## src/rtl/fpga_cfg_pkg.sv

```systemverilog
`default_nettype none
// ============================================================================
// Module      : fpga_cfg_pkg
// Description : Shared configuration constants for the fabric configuration
//               path (config_loader and fpga_seq). Holds the config word
//               widths, the frame sync word, the derived payload length and
//               the loader state encoding.
// Revision    : 1.0 - initial release
// ============================================================================
package fpga_cfg_pkg;

    // Config word widths, also consumed by fpga_seq
    localparam int SRAM_W = 144;
    localparam int CB_W   = 420;
    localparam int S_W    = 240;
    localparam int SEL_W  = 9;

    // Frame sync word, transmitted MSB first
    localparam logic [7:0] SYNC = 8'hA5;

    // Payload length: every config word back to back
    localparam int CFG_P = SRAM_W + CB_W + S_W + SEL_W;

    // Loader state encoding
    typedef enum logic [1:0] {
        IDLE   = 2'd0,
        LOAD   = 2'd1,
        CHECK  = 2'd2,
        COMMIT = 2'd3
    } state_t;

endpackage
`default_nettype wire

```

## src/rtl/cfg_chk8.sv

```systemverilog
`default_nettype none
// ============================================================================
// Module      : cfg_chk8
// Description : 8-lane interleaved XOR accumulator. Lane k holds the XOR of
//               every enabled bit presented with i_lane == k since the last
//               clear.
// Ports       : clk     - rising-edge clock
//               reset   - synchronous active-high reset
//               i_clr   - clear all lanes (wins over i_en)
//               i_en    - fold i_bit into lane i_lane
//               i_bit   - data bit
//               i_lane  - lane index 0..7
//               o_sum   - 8-bit running XOR sum
// Revision    : 1.0 - initial release
// ============================================================================
module cfg_chk8 (
    input  logic       clk,
    input  logic       reset,
    input  logic       i_clr,
    input  logic       i_en,
    input  logic       i_bit,
    input  logic [2:0] i_lane,
    output logic [7:0] o_sum
);

    logic [7:0] r_sum;

    always_ff @(posedge clk) begin
        if (reset) begin
            r_sum <= '0;
        end else if (i_clr) begin
            r_sum <= '0;
        end else if (i_en) begin
            r_sum[i_lane] <= r_sum[i_lane] ^ i_bit;
        end
    end

    assign o_sum = r_sum;

endmodule
`default_nettype wire

```

## src/rtl/config_loader.sv

```systemverilog
`default_nettype none
// ============================================================================
// Module      : config_loader
// Description : Serial configuration loader upstream of fpga_seq. Hunts for
//               the frame sync word, shifts the payload into a shadow
//               register while accumulating an 8-lane interleaved checksum,
//               receives the transmitted checksum and, on a match, commits
//               all config words in one cycle. Owns the fabric reset: it is
//               held until a valid configuration has been committed and is
//               reasserted for the duration of every later frame.
// Ports       : clk        - rising-edge clock
//               reset      - synchronous active-high reset
//               cfg_in     - serial config bit
//               cfg_en     - qualifies cfg_in (one bit per enabled cycle)
//               sramConfig - committed SRAM config
//               cbconfig   - committed connection-box config
//               sconfig    - committed switch-box config
//               sel        - committed select word
//               fab_reset  - reset to fpga_seq
//               cfg_busy   - high in LOAD/CHECK/COMMIT
//               cfg_done   - one-cycle pulse on successful commit
//               cfg_err    - one-cycle pulse on checksum mismatch
// Revision    : 1.0 - initial release
// ============================================================================
module config_loader #(
    parameter int         SRAM_W = fpga_cfg_pkg::SRAM_W,
    parameter int         CB_W   = fpga_cfg_pkg::CB_W,
    parameter int         S_W    = fpga_cfg_pkg::S_W,
    parameter int         SEL_W  = fpga_cfg_pkg::SEL_W,
    parameter logic [7:0] SYNC   = fpga_cfg_pkg::SYNC
) (
    input  logic              clk,
    input  logic              reset,
    input  logic              cfg_in,
    input  logic              cfg_en,
    output logic [SRAM_W-1:0] sramConfig,
    output logic [CB_W-1:0]   cbconfig,
    output logic [S_W-1:0]    sconfig,
    output logic [SEL_W-1:0]  sel,
    output logic              fab_reset,
    output logic              cfg_busy,
    output logic              cfg_done,
    output logic              cfg_err
);

    import fpga_cfg_pkg::*;

    localparam int                 c_p     = SRAM_W + CB_W + S_W + SEL_W;
    localparam int                 c_cnt_w = $clog2(c_p);
    localparam logic [c_cnt_w-1:0] c_last  = c_cnt_w'(c_p - 1);

    // ------------------------------------------------------------------
    // State and datapath registers
    // ------------------------------------------------------------------
    state_t              r_state;
    state_t              w_next;
    logic [6:0]          r_hunt;      // previous 7 enabled bits seen in IDLE
    logic [c_cnt_w-1:0]  r_cnt;       // payload bit index
    logic [c_p-1:0]      r_shadow;
    logic [7:0]          r_rx_chk;
    logic [2:0]          r_chk_idx;
    logic                r_loaded;
    logic                r_fab_reset;
    logic                r_done;
    logic                r_err;
    logic [SRAM_W-1:0]   r_sram;
    logic [CB_W-1:0]     r_cb;
    logic [S_W-1:0]      r_s;
    logic [SEL_W-1:0]    r_sel;

    logic [7:0]          w_run_chk;
    logic                w_match;
    logic                w_start;
    logic                w_load_en;
    logic                w_load_last;
    logic                w_chk_en;
    logic                w_chk_last;
    logic                w_good;

    // The sync compare includes the current bit so the match edge itself
    // is the transition into LOAD.
    assign w_match     = cfg_en && ({r_hunt, cfg_in} == SYNC);
    assign w_start     = (r_state == IDLE) && w_match;
    assign w_load_en   = (r_state == LOAD) && cfg_en;
    assign w_load_last = w_load_en && (r_cnt == c_last);
    assign w_chk_en    = (r_state == CHECK) && cfg_en;
    assign w_chk_last  = w_chk_en && (r_chk_idx == 3'd7);
    assign w_good      = (r_rx_chk == w_run_chk);

    // ------------------------------------------------------------------
    // Running payload checksum: lane = payload index mod 8
    // ------------------------------------------------------------------
    cfg_chk8 u_chk (
        .clk    (clk),
        .reset  (reset),
        .i_clr  (w_start),
        .i_en   (w_load_en),
        .i_bit  (cfg_in),
        .i_lane (r_cnt[2:0]),
        .o_sum  (w_run_chk)
    );

    // ------------------------------------------------------------------
    // FSM: state register
    // ------------------------------------------------------------------
    always_ff @(posedge clk) begin
        if (reset) begin
            r_state <= IDLE;
        end else begin
            r_state <= w_next;
        end
    end

    // ------------------------------------------------------------------
    // FSM: next state. A deasserted cfg_en simply holds the current state;
    // COMMIT always lasts exactly one cycle.
    // ------------------------------------------------------------------
    always_comb begin
        w_next = r_state;
        case (r_state)
            IDLE:    if (w_match)     w_next = LOAD;
            LOAD:    if (w_load_last) w_next = CHECK;
            CHECK:   if (w_chk_last)  w_next = COMMIT;
            COMMIT:                   w_next = IDLE;
            default:                  w_next = IDLE;
        endcase
    end

    // ------------------------------------------------------------------
    // Datapath
    // ------------------------------------------------------------------
    always_ff @(posedge clk) begin
        if (reset) begin
            r_hunt      <= '0;
            r_cnt       <= '0;
            r_shadow    <= '0;
            r_rx_chk    <= '0;
            r_chk_idx   <= '0;
            r_loaded    <= 1'b0;
            r_fab_reset <= 1'b1;
            r_done      <= 1'b0;
            r_err       <= 1'b0;
            r_sram      <= '0;
            r_cb        <= '0;
            r_s         <= '0;
            r_sel       <= '0;
        end else begin
            r_done <= 1'b0;
            r_err  <= 1'b0;
            case (r_state)
                IDLE: begin
                    if (cfg_en) begin
                        if (w_match) begin
                            r_hunt      <= '0;
                            r_cnt       <= '0;
                            r_chk_idx   <= '0;
                            r_fab_reset <= 1'b1;
                        end else begin
                            r_hunt <= {r_hunt[5:0], cfg_in};
                        end
                    end
                end
                LOAD: begin
                    if (cfg_en) begin
                        r_shadow <= {r_shadow[c_p-2:0], cfg_in};
                        r_cnt    <= r_cnt + 1'b1;
                    end
                end
                CHECK: begin
                    if (cfg_en) begin
                        r_rx_chk  <= {r_rx_chk[6:0], cfg_in};
                        r_chk_idx <= r_chk_idx + 1'b1;
                    end
                end
                COMMIT: begin
                    if (w_good) begin
                        // First-arriving bits sit at the top of the shadow
                        r_sram      <= r_shadow[c_p-1 -: SRAM_W];
                        r_cb        <= r_shadow[CB_W+S_W+SEL_W-1 -: CB_W];
                        r_s         <= r_shadow[S_W+SEL_W-1 -: S_W];
                        r_sel       <= r_shadow[SEL_W-1:0];
                        r_done      <= 1'b1;
                        r_loaded    <= 1'b1;
                        r_fab_reset <= 1'b0;
                    end else begin
                        // Previous config stays live; fabric is released
                        // again only if a valid config was ever committed.
                        r_err       <= 1'b1;
                        r_fab_reset <= !r_loaded;
                    end
                end
                default: ;
            endcase
        end
    end

    // ------------------------------------------------------------------
    // Outputs
    // ------------------------------------------------------------------
    assign sramConfig = r_sram;
    assign cbconfig   = r_cb;
    assign sconfig    = r_s;
    assign sel        = r_sel;
    assign fab_reset  = r_fab_reset;
    assign cfg_busy   = (r_state != IDLE);
    assign cfg_done   = r_done;
    assign cfg_err    = r_err;

endmodule
`default_nettype wire

```

## config.mk

```make
export PLATFORM = sky130hd
export DESIGN_NAME = config_loader
export DESIGN_NICKNAME = d
export VERILOG_FILES = /design/src/rtl/fpga_cfg_pkg.sv /design/src/rtl/cfg_chk8.sv /design/src/rtl/config_loader.sv
export SDC_FILE = /design/constraint.sdc
export NUM_CORES = 2
export LEC_CHECK = 0
export ABC_AREA = 1
export CORE_ASPECT_RATIO = 0.8
export CORE_MARGIN = 4
export CORE_UTILIZATION = 60
export DETAILED_ROUTE_END_ITERATION = 10
export GPL_TIMING_DRIVEN = 1
export HOLD_SLACK_MARGIN = 0.03
export MAX_ROUTING_LAYER = met4
export PLACE_DENSITY_LB_ADDON = 0.15
export SYNTH_ARGS = -nofsm -noshare
export SYNTH_HDL_FRONTEND = slang
export SYNTH_HIERARCHICAL = 1
export SYNTH_SLANG_ARGS = --single-unit
```

## constraint.sdc

```tcl
create_clock -name clk -period 5.6 [get_ports clk]
set_clock_uncertainty 0.1 [all_clocks]
set_input_delay 0.84 -clock clk [delete_from_list [all_inputs] [get_ports clk]]
set_output_delay 0.84 -clock clk [all_outputs]
set_load 0.05 [all_outputs]
```

==> metrics <==
status=finished, final reports clean; IO buf count=820; CTS Sinks=1668; share of the synthesized area in the top cell type=48.1%; chip width=between 300 and 400 microns; Synth cell types=27; pin count of the biggest net entering global routing=roughly 260; minimum clock period=3630 ps; internal power=roughly 0.023 W; count leader, synth=inv_1; CTS Buf Count=between 150 and 200; Post-synth top cells=inv_1, nand2_1, dfxtp_1; Setup violations, final=0; asr flop ratio synth=0%; vias in the first global route=57285; CTS max path bufs=3; Synth area leaders=dfxtp_1, inv_1, nand2_1; WL/cell=15.5 microns; WP buf/inv=3; initial antenna violation count=0; Synth Area in Simple Gates=21.8%; hold_buf cts=0; CTS tree=yes; P_leak=34.7 nW; Setup WS pre-CTS=2230 ps; IR drop worst, VDD=633 uV; period utilization=64.9%; max-cap viol count=0; Post-synth EDFFs=0; kind of critical path=reg -> out; DRT Pass-1 Iters=9; Post-CTS Resized=0; Req. time, crit path=4660 ps; compound-gate portion of the synthesized area=12.0%; worst min path class=reg -> reg; share of cells above drive strength 1=3.38%; Synth Area per Inst=6.91 sq um; Final ANT Viol Nets=0; nature of the critical path endpoint=output port; core area=0.115 sq mm; Worst setup SP type=register; adder and majority gate portion of the synthesized area=0.144%; Clk Latency, worst-skew pair=780 ps; Yosys reg bits=about 1700; clock share of power=30.4%; Mapped Area=0.0694 sq mm; mux share of post-synthesis cell area=0%; Worst Max-Slew Pin Slew=between 1000 and 1500 ps; sequential share of power=39.9%; Sw Pwr=0.0135 W; Ant. Diodes=0; switching part of the total power=37.3%; total wire length=roughly 190000 microns; first-pass GRT wire length=298000 microns; Post-CTS Setup Bufs=0; placed cell count=between 10000 and 15000; Area Growth Syn to Fin=19.4%; die footprint=0.121 sq mm; worst rel slew slack=3.13%; cells along the critical path=inv_1, ha_1, inv_1, clkdlybuf4s50_1; Initial Util=between 60% and 70%; RSZ-0062 raised after global routing=no; number of core rows=approximately 110; grt total ovfl=0; Clock transition at path regs=approximately 60 ps; fin cells=roughly 12000; crit-path max FO=5; # IOs=821; DRT iter0 DRCs=5496; final hold slack=around 360 ps; post-synthesis net count=10052; Critical Path Most Common Cell=inv_1; final net count=between 10000 and 15000; pwr dens=436 mW/mm^2; Critical-path top delay cell=clkdlybuf4s50_1; largest family of logic cells by synthesized area=simple AND/OR/NAND/NOR gates; Final Hold Viols=0; sequential share of the synthesized area=48.1%; GPL Wtd Cong=0.861; DR DRC count=0; critical path arrival=roughly 2700 ps; Logic pwr share=29.7%; Die H=312 microns; CTS root buf=clkbuf_16; synthesized instance count=10040; post-layout util=about 72%; Fmax=275 MHz; post-synthesis xor/xnor area fraction=less than 1%; CP delay by family, top=buffers and inverters; post-DR vias/cell=5.15; setup TNS=0 ps; CP max stage delay=roughly 900 ps; via count=61864; Yosys warnings=6; CTS H-tree depth=4; all-layer global routing usage=30.5%; ys flop type=dfxtp_1; Post-DP HPWL=116000 microns; Yosys top cell by area=dfxtp_1; final setup margin=1970 ps; Slew Viols, Final=0
==> kinds of logic after synthesis <==
logic type      Yosys count
flops                  1668
fa+ha+maj                 8
simple gates           3464
buf+inv                3232
xor+xnor                  6
compound gates         1662
==> stage by stage <==
step                instance area, sq um  power [W]
CTS                                82900     0.0362
global placement                   77500     0.0249
global route                       82900     0.0380
finish                             82900     0.0361
detailed placement                 77500     0.0252
floorplan                          69400     0.0224
==> power by group through the flow <==
stage,logic (W),registers [W],clock network [W]
after floorplan,0.00643,0.0160,0
after global placement,0.0104,0.0146,0
after detailed placement,0.0106,0.0146,0
after CTS,0.0107,0.0144,0.0111
after global routing,0.0118,0.0145,0.0116
final,0.0107,0.0144,0.0110
==> worst register-to-register path, cell delays in order (launching register included) <==
cell	delay, ps
dfxtp_1	390
xnor2_1	140
nand2_1	110
nor2_4	640
buf_4	580
buf_4	700
nand4_1	280
nand2_1	160
nor2_1	50
==> final timing paths <==
check | start | endpoint | slack [ps] | depth (start not counted)
worst max-delay path | r_state[0] | cfg_busy | 1970 | 4
worst min-delay path | r_shadow[274] | r_shadow[274] | 360 | 2
worst max register to register | u_chk/o_sum[2] | cbconfig[366] | 2350 | 8
worst min register to register | r_shadow[274] | r_shadow[274] | 360 | 2
==> flip-flops by register name (all words and copies together) (netlist names) <==
register / flops
r_state: 2
r_shadow: 813
r_chk_idx: 3
cfg_done: 1
sconfig: 240
r_loaded: 1
sel: 9
cfg_err: 1
r_cnt: 10
r_rx_chk: 8
r_hunt: 7
u_chk/o_sum: 8
sramConfig: 144
cbconfig: 420
fab_reset: 1
==> final cells by class <==
type	count	area (sq um)
inverter	2502	9400
clock buffer	243	4840
tap	1525	1910
sequential	1668	33400
clock inverter	43	494
fill	9085	31900
timing repair buffer	890	9150
multi-input combinational	5140	23700
==> cells in the final DEF (no fill, tap or decap), types with 2 or more instances in the layout <==
cell type	count
inv_6	2
nand3_2	4
buf_12	33
clkinvlp_4	4
nor2_4	3
clkbuf_8	31
xnor2_1	4
clkinv_2	26
buf_4	37
o21ai_0	826
dfxtp_1	1668
nand2_1	1726
a21oi_1	834
inv_1	2477
inv_2	24
clkbuf_1	42
ha_1	7
clkdlybuf4s50_1	820
nand2_4	4
nand4_1	822
clkbuf_16	170
nand3_1	24
nor2_1	876
xor2_1	2
bufinv_16	10
==> routing by layer <==
metal  GRT usage [%]  vias up  part of all wire, %
met2            48.1     1936                   47
met3            5.27      428                  6.4
met5               -        -                    0
li1                -    31189                    -
met4            15.2        0                  5.4
met1            37.9    28311                   42
Power figures use the tool's default switching activity.
